## src/rtl/player_pkg.sv

```systemverilog
// Shared types and constants for the platformer player controller.
package player_pkg;

    localparam int COORD_W = 10;

    typedef enum logic [3:0] {
        ST_IDLE    = 4'd0,
        ST_WALK    = 4'd1,
        ST_JUMP    = 4'd2,
        ST_FALL    = 4'd3,
        ST_ATTACK  = 4'd4,
        ST_RESPAWN = 4'd5,
        ST_DEAD    = 4'd6
    } status_t;

    localparam logic [7:0] KEY_LEFT_DEF   = 8'h50;
    localparam logic [7:0] KEY_RIGHT_DEF  = 8'h4F;
    localparam logic [7:0] KEY_DOWN_DEF   = 8'h51;
    localparam logic [7:0] KEY_JUMP_DEF   = 8'h52;
    localparam logic [7:0] KEY_ATTACK_DEF = 8'h1B;

endpackage

```

## src/rtl/frame_down_counter.sv

```systemverilog
// Per-frame down counter: load has priority, otherwise decrements while non-zero.
module frame_down_counter #(
    parameter int W = 8
) (
    input  logic         frame_clk,
    input  logic         Reset,
    input  logic         load_i,
    input  logic [W-1:0] value_i,
    input  logic         dec_i,
    output logic [W-1:0] count_o,
    output logic         zero_o
);

    logic [W-1:0] count_q, count_d;

    // Next count: reload, decrement (saturating at zero) or hold.
    always_comb begin
        count_d = count_q;
        if (load_i) begin
            count_d = value_i;
        end else if (dec_i && (count_q != '0)) begin
            count_d = count_q - 1'b1;
        end
    end

    // Count register, cleared by the asynchronous reset.
    always_ff @(posedge frame_clk or posedge Reset) begin
        if (Reset) begin
            count_q <= '0;
        end else begin
            count_q <= count_d;
        end
    end

    assign count_o = count_q;
    assign zero_o  = (count_q == '0);

endmodule

```

## src/rtl/player_ctrl.sv

```systemverilog
// Player controller: keycode-driven movement/state FSM updated once per video frame.
module player_ctrl
    import player_pkg::*;
#(
    parameter int X_CENTER      = 320,
    parameter int Y_CENTER      = 377,
    parameter int SIZE_X        = 30,
    parameter int SIZE_Y        = 62,
    parameter int X_MIN         = 31,
    parameter int X_MAX         = 607,
    parameter int Y_MIN         = 100,
    parameter int Y_MAX         = 451,
    parameter int FLOOR_Y       = 408,
    parameter int LEFT_EDGE     = 116,
    parameter int RIGHT_EDGE    = 523,
    parameter int SPEED_X       = 2,
    parameter int SPEED_Y       = 6,
    parameter int JUMP_FRAMES   = 27,
    parameter int ATTACK_FRAMES = 8,
    parameter int INVULN_FRAMES = 60,
    parameter int LIVES         = 3,
    parameter int DEAD_Y        = 215,
    parameter logic [7:0] KEY_LEFT   = KEY_LEFT_DEF,
    parameter logic [7:0] KEY_RIGHT  = KEY_RIGHT_DEF,
    parameter logic [7:0] KEY_DOWN   = KEY_DOWN_DEF,
    parameter logic [7:0] KEY_JUMP   = KEY_JUMP_DEF,
    parameter logic [7:0] KEY_ATTACK = KEY_ATTACK_DEF
) (
    input  logic               Reset,
    input  logic               frame_clk,
    input  logic [7:0]         keycode,
    input  logic               hit,
    output logic [COORD_W-1:0] PlayerX,
    output logic [COORD_W-1:0] PlayerY,
    output logic [COORD_W-1:0] Player_Size_X,
    output logic [COORD_W-1:0] Player_Size_Y,
    output logic [3:0]         Player_Status,
    output logic [3:0]         Player_Life,
    output logic               Inverse,
    output logic               Invuln
);

    localparam int SW = COORD_W + 1;
    localparam int JW = $clog2(JUMP_FRAMES + 1);
    localparam int AW = $clog2(ATTACK_FRAMES + 1);
    localparam int IW = $clog2(INVULN_FRAMES + 1);

    localparam logic signed [SW-1:0] HX      = SW'(SIZE_X / 2);
    localparam logic signed [SW-1:0] HY      = SW'(SIZE_Y / 2);
    localparam logic signed [SW-1:0] X_LO    = SW'(X_MIN + SIZE_X / 2);
    localparam logic signed [SW-1:0] X_HI    = SW'(X_MAX - SIZE_X / 2);
    localparam logic signed [SW-1:0] Y_TOP   = SW'(Y_MIN + SIZE_Y / 2);
    localparam logic signed [SW-1:0] PLAT_L  = SW'(LEFT_EDGE);
    localparam logic signed [SW-1:0] PLAT_R  = SW'(RIGHT_EDGE);
    localparam logic signed [SW-1:0] FLOOR_S = SW'(FLOOR_Y);
    localparam logic signed [SW-1:0] PIT_S   = SW'(Y_MAX);
    localparam logic signed [SW-1:0] DX      = SW'(SPEED_X);
    localparam logic signed [SW-1:0] DY      = SW'(SPEED_Y);

    localparam logic [COORD_W-1:0] X_SPAWN = COORD_W'(X_CENTER);
    localparam logic [COORD_W-1:0] Y_SPAWN = COORD_W'(Y_CENTER);
    localparam logic [COORD_W-1:0] Y_DEAD  = COORD_W'(DEAD_Y);

    status_t              state_q, state_d;
    logic [COORD_W-1:0]   x_q, x_d, y_q, y_d;
    logic [3:0]           life_q, life_d;
    logic                 inverse_q, inverse_d;

    logic                 jumpLoad, jumpDec, jumpZero;
    logic [JW-1:0]        jumpCnt;
    logic                 atkLoad, atkDec, atkZero;
    logic [AW-1:0]        atkCnt;
    logic                 invLoad, invZero;
    logic [IW-1:0]        invCnt;

    logic                 keyLeft, keyRight, keyDown, keyJump, keyAttack;
    logic signed [SW-1:0] xCur, xMoved, yCur, yRise, yFall;
    logic                 riseClamped, onPlatNext, jumpRelease, jumpLast, atkLast;
    logic                 pitLoss, hitEff, loseLife;

    assign keyLeft   = (keycode == KEY_LEFT);
    assign keyRight  = (keycode == KEY_RIGHT);
    assign keyDown   = (keycode == KEY_DOWN);
    assign keyJump   = (keycode == KEY_JUMP);
    assign keyAttack = (keycode == KEY_ATTACK);

    assign jumpRelease = !(keyJump || keyLeft || keyRight);
    assign jumpLast    = jumpZero || (jumpCnt == JW'(1));
    assign atkLast     = atkZero || (atkCnt == AW'(1));
    assign hitEff      = hit && invZero && !(state_q inside {ST_RESPAWN, ST_DEAD});

    // Candidate positions: steered and clamped X, clamped rise and unclamped fall for Y.
    always_comb begin
        xCur = $signed({1'b0, x_q});
        yCur = $signed({1'b0, y_q});
        xMoved = xCur;
        if (keyLeft) begin
            xMoved = xCur - DX;
        end else if (keyRight) begin
            xMoved = xCur + DX;
        end
        if (xMoved < X_LO) begin
            xMoved = X_LO;
        end else if (xMoved > X_HI) begin
            xMoved = X_HI;
        end
        onPlatNext = ((xMoved + HX) >= PLAT_L) && ((xMoved - HX) <= PLAT_R);
        yRise = yCur - DY;
        riseClamped = 1'b0;
        if (yRise < Y_TOP) begin
            yRise = Y_TOP;
            riseClamped = 1'b1;
        end
        yFall = yCur + DY;
    end

    // Next-state logic: movement per state, then damage/pit loss overrides.
    always_comb begin
        state_d   = state_q;
        x_d       = x_q;
        y_d       = y_q;
        life_d    = life_q;
        inverse_d = inverse_q;
        jumpLoad  = 1'b0;
        jumpDec   = 1'b0;
        atkLoad   = 1'b0;
        atkDec    = 1'b0;
        invLoad   = 1'b0;
        pitLoss   = 1'b0;
        loseLife  = 1'b0;

        if (state_q inside {ST_IDLE, ST_WALK, ST_JUMP, ST_FALL}) begin
            x_d = xMoved[COORD_W-1:0];
            if (keyLeft) begin
                inverse_d = 1'b1;
            end else if (keyRight) begin
                inverse_d = 1'b0;
            end
        end

        case (state_q)
            ST_IDLE, ST_WALK: begin
                if (!onPlatNext) begin
                    state_d = ST_FALL;
                end else if (keyJump) begin
                    state_d  = ST_JUMP;
                    jumpLoad = 1'b1;
                    y_d      = yRise[COORD_W-1:0];
                end else if (keyAttack) begin
                    state_d = ST_ATTACK;
                    atkLoad = 1'b1;
                end else if (keyLeft || keyRight) begin
                    state_d = ST_WALK;
                end else begin
                    state_d = ST_IDLE;
                end
            end
            ST_JUMP: begin
                jumpDec = 1'b1;
                if (jumpRelease || keyDown || jumpLast) begin
                    state_d = ST_FALL;
                end else begin
                    y_d = yRise[COORD_W-1:0];
                    if (riseClamped) begin
                        state_d = ST_FALL;
                    end
                end
            end
            ST_FALL: begin
                if (onPlatNext && ((yFall + HY) >= FLOOR_S)) begin
                    y_d     = Y_SPAWN;
                    state_d = ST_IDLE;
                end else begin
                    y_d = yFall[COORD_W-1:0];
                    if ((yFall + HY) > PIT_S) begin
                        pitLoss = 1'b1;
                    end
                end
            end
            ST_ATTACK: begin
                atkDec = 1'b1;
                if (atkLast) begin
                    state_d = ST_IDLE;
                end
            end
            ST_RESPAWN: begin
                x_d       = X_SPAWN;
                y_d       = Y_SPAWN;
                inverse_d = 1'b0;
                invLoad   = 1'b1;
                state_d   = ST_IDLE;
            end
            ST_DEAD: begin
                state_d = ST_DEAD;
            end
            default: begin
                state_d = ST_IDLE;
            end
        endcase

        if (hitEff) begin
            invLoad = 1'b1;
        end
        loseLife = hitEff || pitLoss;
        if (loseLife) begin
            life_d = (life_q != 4'd0) ? (life_q - 4'd1) : 4'd0;
            if (life_d == 4'd0) begin
                state_d = ST_DEAD;
                x_d     = X_SPAWN;
                y_d     = Y_DEAD;
            end else if (pitLoss) begin
                state_d = ST_RESPAWN;
            end
        end
    end

    // State and output registers, returned to spawn values by the asynchronous reset.
    always_ff @(posedge frame_clk or posedge Reset) begin
        if (Reset) begin
            state_q   <= ST_IDLE;
            x_q       <= X_SPAWN;
            y_q       <= Y_SPAWN;
            life_q    <= 4'(LIVES);
            inverse_q <= 1'b0;
        end else begin
            state_q   <= state_d;
            x_q       <= x_d;
            y_q       <= y_d;
            life_q    <= life_d;
            inverse_q <= inverse_d;
        end
    end

    frame_down_counter #(.W(JW)) u_jumpCnt (
        .frame_clk (frame_clk),
        .Reset     (Reset),
        .load_i    (jumpLoad),
        .value_i   (JW'(JUMP_FRAMES)),
        .dec_i     (jumpDec),
        .count_o   (jumpCnt),
        .zero_o    (jumpZero)
    );

    frame_down_counter #(.W(AW)) u_atkCnt (
        .frame_clk (frame_clk),
        .Reset     (Reset),
        .load_i    (atkLoad),
        .value_i   (AW'(ATTACK_FRAMES)),
        .dec_i     (atkDec),
        .count_o   (atkCnt),
        .zero_o    (atkZero)
    );

    frame_down_counter #(.W(IW)) u_invCnt (
        .frame_clk (frame_clk),
        .Reset     (Reset),
        .load_i    (invLoad),
        .value_i   (IW'(INVULN_FRAMES)),
        .dec_i     (1'b1),
        .count_o   (invCnt),
        .zero_o    (invZero)
    );

    assign PlayerX       = x_q;
    assign PlayerY       = y_q;
    assign Player_Size_X = COORD_W'(SIZE_X);
    assign Player_Size_Y = COORD_W'(SIZE_Y);
    assign Player_Status = state_q;
    assign Player_Life   = life_q;
    assign Inverse       = inverse_q;
    assign Invuln        = (invCnt != '0);

endmodule
```

## config.mk

```make
export PLATFORM = sky130hd
export DESIGN_NAME = player_ctrl
export DESIGN_NICKNAME = d
export VERILOG_FILES = /design/src/rtl/player_pkg.sv /design/src/rtl/frame_down_counter.sv /design/src/rtl/player_ctrl.sv
export SDC_FILE = /design/constraint.sdc
export NUM_CORES = 1
export LEC_CHECK = 0
export BUFFER_PORTS_ARGS = -buffer_cell sky130_fd_sc_hd__clkbuf_2
export CAP_MARGIN = 20
export CORE_MARGIN = 4
export CORE_UTILIZATION = 45
export CTS_BUF_LIST = sky130_fd_sc_hd__clkbuf_2
export CTS_CLUSTER_SIZE = 8
export DETAILED_ROUTE_END_ITERATION = 10
export PLACE_DENSITY = 0.76
export SYNTH_ARGS = -nofsm -noshare
export SYNTH_HDL_FRONTEND = slang
export SYNTH_SLANG_ARGS = --single-unit
```

## constraint.sdc

```tcl
create_clock -name frame_clk -period 4.4 [get_ports frame_clk]
set_input_delay 0.22 -clock frame_clk [delete_from_list [all_inputs] [get_ports frame_clk]]
set_output_delay 0.22 -clock frame_clk [all_outputs]
set_load 0.005 [all_outputs]
```

# Yosys cells after proc, flatten, opt, wreduce, memory -nomap -nowiden
# Cells that the tools add are included.
# classes
add_sub_neg	11
reduce_logical	34
n_eq_ne	13
muxes	54
order_cmp	7
# ops
op	n
two-way mux 10 bit	11
two-way mux 11 bit	4
two-way mux 4 bit	10
case mux 10 bit (4 select lines)	1
equality test 8 x 7 -> 1 bit, second input constant	4
two-way mux 1 bit	20
case mux 4 bit (5 select lines)	1
equality test 4 x 3 -> 1 bit, second input constant	3
zero test 4 bit	3
two-way mux 6 bit	2
nonzero test 4 bit	3
adder 10 x 2 -> 11 bit, second input constant	1
adder 10 x 3 -> 11 bit, second input constant	1
adder 11 x 5 -> 11 bit, second input constant	1
adder 11 x 6 -> 11 bit, second input constant	1
greater-or-equal comparator 11 x 10 -> 1 bit, second input constant	1
greater-or-equal comparator 11 x 8 -> 1 bit, second input constant	1
> comparator 11 x 10 -> 1 bit, second input constant	1
> comparator 11 bit, second input constant	1
<= comparator 11 bit, second input constant	1
less-than comparator 11 x 7 -> 1 bit, second input constant	1
less-than comparator 11 x 9 -> 1 bit, second input constant	1
subtractor 10 x 2 -> 11 bit, second input constant	1
subtractor 10 x 3 -> 11 bit, second input constant	1
21 further kinds	44
# totals
out_inout_bits	50
in_bits	11
ff_bits	44
elab_cells	127

# Logic depth before layout (Yosys ltp)
# Gate-level depths: netlist (run 1).
# logic_depth
depth_word	15
ltp_mapped	23
depth_no_buf	21

# Cells and area by module
# From an unflattened synthesis (run 1), not the netlist that was laid out.
# unflattened
hier_cells	674
area_unflattened_um2	5117.4
# modules_own_cells
module	seq_area_each_um2	area_each_um2	n_inst	cells_each
player_ctrl	738.2	4126.5	1	564
frame_down_counter (u_invCnt)	150.1	426.7	1	49
frame_down_counter (u_jumpCnt)	125.1	302.8	1	33
frame_down_counter (u_atkCnt)	100.1	261.5	1	28

# Worst setup path before layout (run 1)
# OpenSTA, ideal clock, no wires.
# synth_timing
kind	register to register
from	register x_q[1], in the netlist PlayerX[1]
to	register life_q[2], in the netlist Player_Life[2]
path_buffers	1
path_slack_ns	-0.434
setup_ns	0.128
t_arrival_ns	4.706
path_stages_with_launch	23
synth_period_minus_slack_ns	4.834
required_ns	4.272
path_cell_list	dfrtp_1 -> clkbuf_1 -> inv_1 -> ha_1 -> or4bb_1 -> nor4_2 -> a32oi_1 -> xnor2_1 -> o41ai_4 -> o21a_2 -> nor2_1 -> nand2_1 -> inv_1 -> ha_1 -> xnor2_1 -> a221o_1 -> a221oi_1 -> o211ai_1 -> o221ai_2 -> o21a_4 -> o211ai_4 -> a211oi_2 -> mux2_1
# synth_between
elab_chain_len	13
elab_cells_between_ends	17
cone_classes	add/sub: 4; order compare: 4; mux: 6; reduce/logical: 3
# synth_rtl
element	line_no	rtl
start, declared	player_ctrl.sv:65	logic [COORD_W-1:0] x_q, x_d, y_q, y_d;
start signal, assigned	player_ctrl.sv:221	x_q <= X_SPAWN;
start signal, assigned	player_ctrl.sv:227	x_q <= x_d;
adder 10 x 2 -> 11 bit	player_ctrl.sv:100	xMoved = xCur + DX;
two-way mux 11 bit	player_ctrl.sv:99	end else if (keyRight) begin
two-way mux 11 bit (*)	player_ctrl.sv:97	if (keyLeft) begin
> comparator 11 bit	player_ctrl.sv:104	end else if (xMoved > X_HI) begin
two-way mux 11 bit	player_ctrl.sv:104	
two-way mux 11 bit (*)	player_ctrl.sv:102	if (xMoved < X_LO) begin
adder 11 x 5 -> 11 bit or subtractor 11 x 5 -> 11 bit (tied branches)	player_ctrl.sv:107	onPlatNext = ((xMoved + HX) >= PLAT_L) && ((xMoved - HX) <= PLAT_R);
greater-or-equal comparator 11 x 8 -> 1 bit or <= comparator 11 bit (tied branches)	player_ctrl.sv:107	
logical AND 1 bit (*)	player_ctrl.sv:107	
logical AND 1 bit (*)	player_ctrl.sv:170	if (onPlatNext && ((yFall + HY) >= FLOOR_S)) begin
two-way mux 1 bit (*)	player_ctrl.sv:170	
two-way mux 1 bit (*)	player_ctrl.sv:141	case (state_q)
logical OR 1 bit (*)	player_ctrl.sv:204	loseLife = hitEff || pitLoss;
end signal, assigned	player_ctrl.sv:223	life_q <= 4'(LIVES);
end signal, assigned	player_ctrl.sv:229	life_q <= life_d;
end, declared	player_ctrl.sv:66	logic [3:0] life_q, life_d;
# Every way passes the cells marked *; elsewhere a longest branch is shown, timed or not.
# A chain may end at the register's enable or synchronous reset.

# Worst setup path after layout (run 1)
# layout_timing
from	register x_q[1], in the netlist PlayerX[1]
to	register y_q[7], in the netlist PlayerY[7]
# layout_between
elab_chain_len	14
elab_cells_between_ends	22
cone_classes	add/sub: 4; order compare: 4; mux: 11; reduce/logical: 3
# layout_rtl
element	line_no	rtl
adder 10 x 2 -> 11 bit	player_ctrl.sv:100	
two-way mux 11 bit	player_ctrl.sv:99	
two-way mux 11 bit (*)	player_ctrl.sv:97	
> comparator 11 bit	player_ctrl.sv:104	
two-way mux 11 bit	player_ctrl.sv:104	
two-way mux 11 bit (*)	player_ctrl.sv:102	
adder 11 x 5 -> 11 bit or subtractor 11 x 5 -> 11 bit (tied branches)	player_ctrl.sv:107	
greater-or-equal comparator 11 x 8 -> 1 bit or <= comparator 11 bit (tied branches)	player_ctrl.sv:107	
logical AND 1 bit (*)	player_ctrl.sv:107	
logical AND 1 bit	player_ctrl.sv:170	
two-way mux 10 bit or two-way mux 1 bit (tied branches)	player_ctrl.sv:170	
case mux 10 bit (4 select lines) or two-way mux 1 bit (tied branches)	player_ctrl.sv:141	
two-way mux 10 bit or logical OR 1 bit (tied branches)	player_ctrl.sv:207, player_ctrl.sv:204	
two-way mux 10 bit (*)	player_ctrl.sv:205	if (loseLife) begin
named net y_d[7]	player_ctrl.sv:65	
end signal, assigned	player_ctrl.sv:228	y_q <= y_d;
end, declared	player_ctrl.sv:65	
# The timed path passes the listed nets; every way through them passes the cells marked *.

==> results.md, run 1 <==
- RR Startpoint: PlayerX[1]
- # rows: 36
- Arr. time, crit path: 5020 ps
- FF+latch area: 1114 µm²
- Peak VDD IR: 295.7 µV
- Vias in the first global route: 5173
- Hold Slack: 245.5 ps
- Clk sinks: 44
- Clock skew: 26.83 ps
- Final Setup Violations: 36
- DRC: 0
- Area of the mapped netlist: 4653 µm²
- Ranking of synthesized cells by area: dfrtp_1 18%, dfstp_2 5.6%, ha_1 4.8%
- Reg clk slew, reported paths: 270 ps
- Filler cells: 838
- Max-cap violations: 0
- Final Hold Fails: 0
- Clock latency at the later pin of the worst-skew pair: 450 ps
- Drt first pass iters: 5
- Dominant synthesized flop cell: dfrtp_1
- Clock Tree Root: clkbuf_2
- CTS H-tree lvls: 2
- DR vias/cell: 6.241
- Distinct cells, synth: 90
- Die width: 109.7 µm
- Routed wire length: 16270 µm
- Failing checks: negative setup slack
- Pwr Density: 592.0 nW/µm²
- Largest net degree at the start of global routing: 45
- Initial core utilization: 0.4696
- Non-Filler Instances: 870
- Mapped Cells: 594
- Maximum clock path buffer count: 2
- Setup CP Type: flop to flop
- Area grow syn2layout: 35.65%
- Synth area leader: dfrtp_1
- Worst path required time: 4760 ps
- Total GRT Usage: 0.2674
- Final net count: 765
- Setup crit start: PlayerX[1]
- Rel. slew slack: 0.4921
- Tmin final: 4664 ps
- Final setup margin: -264.3 ps
- Status: finished with violations
- Antenna viol nets, final: 0
- Synth Warn #: 0
- Post-route cell area: 6312 µm²
- RSZ-0062 raised after global routing: yes
- N_diodes: 0
- Max Fclk: 0.2144 GHz
- EDFF count, synth: 0
- First-pass GRT wire length: 25850 µm
- Worst Path Max Fanout: 4
- Share of the synthesized area in the top cell type: 0.1828
- Worst Hold Class: input pin to flop
- Placed cells: 840
- Crit. End Element: flop
- Die Y: 109.7 µm
- Vias: 5430
- #FFs+latches synth: 44
- FFs w/ async S/R, synth: 1.000
- CTS tree: done
- Io pins: 61
- Final core occ: 0.6370
- Post-DP HPWL: 11620 µm
- Startpoint Class: flop
- Starting DRT DRC Count: 475
- Num CTS Buffers: 5
- Layout cells sized above 1: 0.3664
- Area of the multi-input gates: 3662 µm²
- Final slew viol count: 0
- Sequential fraction of the synthesis area: 0.2393
- Post-DR wirelength/cell: 18.70 µm
- Initial antenna violation count: 0
- Hold_sp: hit
- Pre-CTS WS: -435.0 ps
- Die ar.: 12030 µm²
- Tcrit/Tclk final: 1.060
- GRT overflow: 0
- GPL Wtd Cong: 0.9657
- Port Buf Inserts: 40
- Synthesized area per cell: 7.834 µm²
- Placed cell area: 5699 µm²
- Core Area: 9910 µm²
- Slew at the pin closest to its max-slew limit: 759.1 ps
- Leak pwr: 2.708 nW
metal layers:
metal,share of wire,vias to the layer above,GRT usage
met4,0.044,0,0.1220
met1,0.40,2621,0.3521
met2,0.48,290,0.4385
met3,0.081,76,0.03171
li1,-,2443,-
met5,0,-,0
state kept, by name (all words and copies together) (netlist names):
| name | count |
|---|---|
| Inverse | 1 |
| PlayerX | 10 |
| u_atkCnt.count_o | 4 |
| u_jumpCnt.count_o | 5 |
| u_invCnt.count_o | 6 |
| Player_Life | 4 |
| PlayerY | 10 |
| Player_Status | 4 |
cell type report:
| class | instances | area share |
|---|---|---|
| inverters | 30 | 0.01903 |
| flip-flops and latches | 44 | 0.1764 |
| well taps | 133 | 0.02636 |
| clock buffers | 5 | 0.003964 |
| clock inverters | 3 | 0.007334 |
| multi-input cells | 494 | 0.5802 |
| repair buffers | 161 | 0.1867 |
cell families (layout without fill, tap and decap cells):
group	Yosys count	in the layout	synth area share
compound gates	177	177	0.2813
xor+xnor	31	31	0.06157
fa+ha+maj	18	18	0.04840
buf+inv	75	199	0.07744
flops	44	44	0.2393
mux	7	7	0.01694
other cells	2	21	0.001614
simple gates	240	240	0.2735
metrics by stage:
stage	TNS (ps)	power, W
floorplan	-5819	0.002237
global placement	-5025	0.002986
detailed placement	-11040	0.003038
CTS	-1521	0.003491
global route	-13490	0.003977
finish	-6892	0.003737
Yosys cell counts, drive strengths merged (5+ instances only):
cell type	number
nand2	57
nor2	53
o21ai	44
dfrtp	34
a21oi	31
inv	30
clkbuf	23
nand3	23
buf	22
nor3	22
xnor2	19
ha	18
a31oi	13
xor2	12
dfstp	10
a211oi	9
nor4	9
or3	9
and2	8
nand2b	8
nor2b	8
o21a	7
nand4	6
o31ai	6
a211o	5
nor3b	5
o211ai	5
or2	5
power by group:
part	leakage [nW]	switching [W]	internal (W)
sequential	0.527	0.000208	0.000559
combinational	2.14	0.00151	0.00120
clock	0.0396	0.000160	0.0000980
total	2.71	0.00188	0.00186
final timing paths:
kind / end / slack, ps / depth (start not counted)
hold / removal: u_invCnt.count_o[0] / 250 / 4
setup reg to reg: PlayerY[7] / -260 / 25
min in group asynchronous: Player_Status[0] / 380 / 4
max in group asynchronous: Player_Life[0] / 3610 / 4
hold reg to reg: u_invCnt.count_o[0] / 510 / 1
setup / recovery: PlayerY[7] / -260 / 25
worst max-delay path: stages, from the launching register on:
cell and delay, ps:
dfrtp_1 470, buf_6 130, inv_4 50, ha_4 110, or4bb_4 460, nor4_4 180
a32oi_2 130, xnor2_2 190, o41ai_4 430, o21a_2 240, nor2_4 50, nand2_4 90
inv_4 40, ha_4 160, buf_6 110, nor3_2 150, a221o_1 140, a221oi_2 50
o211ai_1 220, o221ai_2 140, buf_4 160, o21ai_4 150, buf_12 140, a21oi_4 60
a222oi_1 380, nand3_1 110
placed cells by master, fill, tap and decap left out, drive strengths merged, types with 19 or more instances in the layout:
cell type / instances
xnor2: 19
o21ai: 44
nand2: 57
nand3: 23
dfrtp: 34
a21oi: 31
conb: 21
nor2: 53
inv: 30
nor3: 22
clkbuf: 45
buf: 120
timing repair:
item	in CTS	in global routing
gates resized for setup	42	35
buffers inserted	14	8
hold buffers	1	0
pin swaps	21	22
endpoints found under the hold margin	34	0
endpoints found under the setup margin	36	36
(Power assumes the default switching activity.)
==> run 2: changes to the inputs <==
--- a/config.mk
+++ b/config.mk
@@ -5,7 +5,8 @@
 export SDC_FILE = /design/constraint.sdc
 export NUM_CORES = 1
 export LEC_CHECK = 0
-export BUFFER_PORTS_ARGS = -buffer_cell sky130_fd_sc_hd__clkbuf_2
+export ABC_AREA = 1
+export BUFFER_PORTS_ARGS = -buffer_cell sky130_fd_sc_hd__buf_4
 export CAP_MARGIN = 20
 export CORE_MARGIN = 4
 export CORE_UTILIZATION = 45
==> run 2 against run 1 <==
The run now ends clean. Die area is 3.2% higher. First-iteration DRC count is 2.5% higher. Non-clock buffer count is 108 lower. Register-to-register slack better by 670 ps. Total power is 3.3% higher. Wire length is 21% lower. Worst setup slack better by 670 ps. Largest power group unchanged. Largest cell class unchanged. Area after synthesis is 3.4% higher. Clock skew is 0.54 ps lower. Global-route usage is 6.5 points lower.
==> results.md, run 2 <==
- Final net count: 857 (was 765)
- Sequential fraction of the synthesis area: 0.2313 (was 0.2393)
- EDFF count, synth: 0 (unchanged)
- N_diodes: 0 (unchanged)
- Max-cap violations: 0 (unchanged)
- Vias: 4975 (was 5430)
- Maximum clock path buffer count: 2 (unchanged)
- FFs w/ async S/R, synth: 1.000 (unchanged)
- Initial core utilization: 0.4642 (was 0.4696)
- Worst Path Max Fanout: 15 (was 4)
- Reg clk slew, reported paths: 230 ps (was 270 ps)
- Peak VDD IR: 414.8 µV (was 295.7 µV)
- Final core occ: 0.5082 (was 0.6370)
- WL met3: 785 µm (was 1320 µm)
- CTS tree: done (unchanged)
- #FFs+latches synth: 44 (unchanged)
- Most frequent cell after synthesis: nand2_1 (unchanged)
- Filler cells: 1090 (was 838)
- Status: complete, no violations (was finished with violations)
- Clk sinks: 44 (unchanged)
- Drt first pass iters: 7 (was 5)
- Clock skew: 26.30 ps (was 26.83 ps)
- Setup CP Type: flop to flop (unchanged)
- Area of the mapped netlist: 4813 µm² (was 4653 µm²)
- Post-DP HPWL: 9733 µm (was 11620 µm)
- Commonest non-fill, non-tap cell in the layout: nand2_1 (was buf_4)
- Worst hold path endpoint: u_atkCnt.count_o[3] (was u_invCnt.count_o[0])
- DR vias/cell: 5.155 (was 6.241)
- Tcrit/Tclk final: 0.9088 (was 1.060)
- Commonest non-fill, non-tap cells in the layout: 236 x nand2_1, 96 x inv_1, 81 x nor2_1, 72 x nand3_1, 51 x buf_4 (was 109 x buf_4, 53 x nand2_1, 47 x nor2_1, 45 x clkbuf_2, 34 x dfrtp_1)
- Max Fclk: 0.2501 GHz (was 0.2144 GHz)
- Slowest CP cell: dfrtp_2 (was dfrtp_1)
- Antenna viol nets, final: 0 (unchanged)
- Num CTS Buffers: 5 (unchanged)
- Hold path depth: 4 (unchanged)
- Share of the synthesized area in the top cell type: 0.1840 (was 0.1828)
- Largest net degree at the start of global routing: 45 (unchanged)
- Final Setup Violations: 0 (was 36)
- Port Buf Inserts: 40 (unchanged)
- Clock Tree Root: clkbuf_2 (unchanged)
- Synthesized area per cell: 6.124 µm² (was 7.834 µm²)
- Worst Hold Class: input pin to flop (unchanged)
- Vias in the first global route: 4470 (was 5173)
- Synth Warn #: 0 (unchanged)
- Clock latency at the later pin of the worst-skew pair: 440 ps (was 450 ps)
- Startpoint Class: flop (unchanged)
- Cell family with most CP delay: simple AND/OR/NAND/NOR gates (was compound AO/OA/AOI/OAI gates)
- Starting DRT DRC Count: 487 (was 475)
- Dominant synthesized flop cell: dfrtp_1 (unchanged)
- Layout cells sized above 1: 0.1351 (was 0.3664)
- Top layer in use: met4 (unchanged)
- RR Endpoint: PlayerX[5] (was PlayerY[7])
- First-pass GRT wire length: 21580 µm (was 25850 µm)
- R2R cell count: 33 (was 25)
- Die ar.: 12420 µm² (was 12030 µm²)
- Rel. slew slack: 0.3862 (was 0.4921)
- Tmin final: 3999 ps (was 4664 ps)
- Routed wire length: 12830 µm (was 16270 µm)
- RSZ-0062 raised after global routing: no (was yes)
- CTS H-tree lvls: 2 (unchanged)
- Die Y: 111.4 µm (was 109.7 µm)
- GPL Wtd Cong: 0.9339 (was 0.9657)
- Met2 wire length: 5948 µm (was 7740 µm)
- Final slew viol count: 0 (unchanged)
- Crit path buf inv count: 6 (unchanged)
- CP dominant cell by count: nand2_1
- Post-DR wirelength/cell: 13.30 µm (was 18.70 µm)
- Synth area leader: nand2_1 (was dfrtp_1)
- Ranking of synthesized cells by area: nand2_1 18%, dfrtp_1 18%, inv_1 7.6% (was dfrtp_1 18%, dfstp_2 5.6%, ha_1 4.8%)
- Pwr Density: 732.4 nW/µm² (was 592.0 nW/µm²)
- Crit. End Element: flop (unchanged)
- Slew at the pin closest to its max-slew limit: 919.4 ps (was 759.1 ps)
- Wl on met1: 5872 µm (was 6494 µm)
- Mapped Cells: 786 (was 594)
- Leak pwr: 2.814 nW (was 2.708 nW)
- Commonest cells in the netlist: 236 x nand2_1, 97 x inv_1, 81 x nor2_1, 72 x nand3_1, 36 x o21ai_0 (was 57 x nand2_1, 52 x nor2_1, 34 x dfrtp_1, 34 x o21ai_0, 30 x inv_1)
- CP max stage delay: 510 ps (was 470 ps)
- Arr. time, crit path: 4380 ps (was 5020 ps)
- Total GRT Usage: 0.2026 (was 0.2674)
- # rows: 37 (was 36)
- Io pins: 61 (unchanged)
- Worst path required time: 4780 ps (was 4760 ps)
- GRT overflow: 0 (unchanged)
- Core Area: 10370 µm² (was 9910 µm²)
- Distinct cells, synth: 46 (was 90)
- FF-to-FF setup slack: 400 ps (was -260 ps)
- Initial antenna violation count: 0 (unchanged)
- Final Hold Fails: 0 (unchanged)
- Setup TNS: 0 ps (was -6892 ps)
- DRC: 0 (unchanged)
- Area grow syn2layout: 9.488% (was 35.65%)
- Hold_sp: keycode[6] (was hit)
- RR Startpoint: PlayerX[2] (was PlayerX[1])
- Die width: 111.4 µm (was 109.7 µm)
-- run 2: how the worst max path moves through the flow --
stage                from               end  cells past startpoint
2_1_floorplan  PlayerX[1]  Player_Status[0]                     29
3_3_place_gp   PlayerX[1]        PlayerX[1]                     33
3_5_place_dp   PlayerX[1]        PlayerX[5]                     33
4_1_cts        PlayerX[1]        PlayerX[5]                     33
5_1_grt        PlayerX[2]        PlayerX[9]                     26
6_report       PlayerX[2]        PlayerX[5]                     33
-- run 2: stage by stage --
stage | total power (W) | instances | hold slack, ps | setup slack, ps | area (µm²)
2_1_floorplan | 0.002850 | 805 | 457.2 | 1111 | 4885
3_3_place_gp | 0.003529 | 952 | 474.8 | 347.3 | 5151
3_5_place_dp | 0.003543 | 952 | 483.1 | 274.1 | 5151
4_1_cts | 0.003788 | 961 | 169.6 | 229.8 | 5229
5_1_grt | 0.004277 | 965 | 155.4 | 11.42 | 5270
6_report | 0.003860 | 965 | 186.4 | 401.1 | 5270
-- run 2: cells by family (layout without fill, tap and decap cells) --
kind of cell	after synthesis	in the layout	share of synthesized area
simple gates	446	446	0.4037
buf+inv	149	173	0.1422
compound gates	96	96	0.1165
flops	44	44	0.2313
xor+xnor	31	31	0.05797
fa+ha+maj	18	18	0.04679
other cells	2	21	0.001560
-- run 2: metal layers --
layer,track usage,vias to the layer above
met4,0.05758,0
met5,0,-
met1,0.2851,2223
met2,0.3321,175
met3,0.01902,23
li1,-,2554
-- run 2: layout make-up --
class                      count  area, µm²  area share
multi-input combinational    612       3092      0.5867
clock inverter                 3      42.54    0.008072
clock buffer                   5      25.02    0.004748
timing repair buffer          53      404.1     0.07669
inverter                     112      420.4     0.07977
sequential                    44       1116      0.2118
tap                          136      170.2     0.03229
-- run 2: repair_timing --
action                                 in CTS  in global routing
buffers inserted                            0                  3
hold buffers                                1                  0
setup endpoints to repair                   0                 26
resized for setup                           0                  3
endpoints found under the hold margin      24                  0
-- run 2: worst reg2reg max path, delay by kind of cell, from the launching register on --
kind	cells	cell delay (ps)
buffers and inverters	6	640
AND/OR/NAND/NOR	25	2240
adder cells (fa/ha/maj)	2	550
flip-flops	1	510
-- run 2: where the power goes --
part | total [W] | switching, W | internal (W)
combinational | 0.00274 | 0.00172 | 0.00102
sequential | 0.000882 | 0.000262 | 0.000620
clock | 0.000238 | 0.000143 | 0.0000953
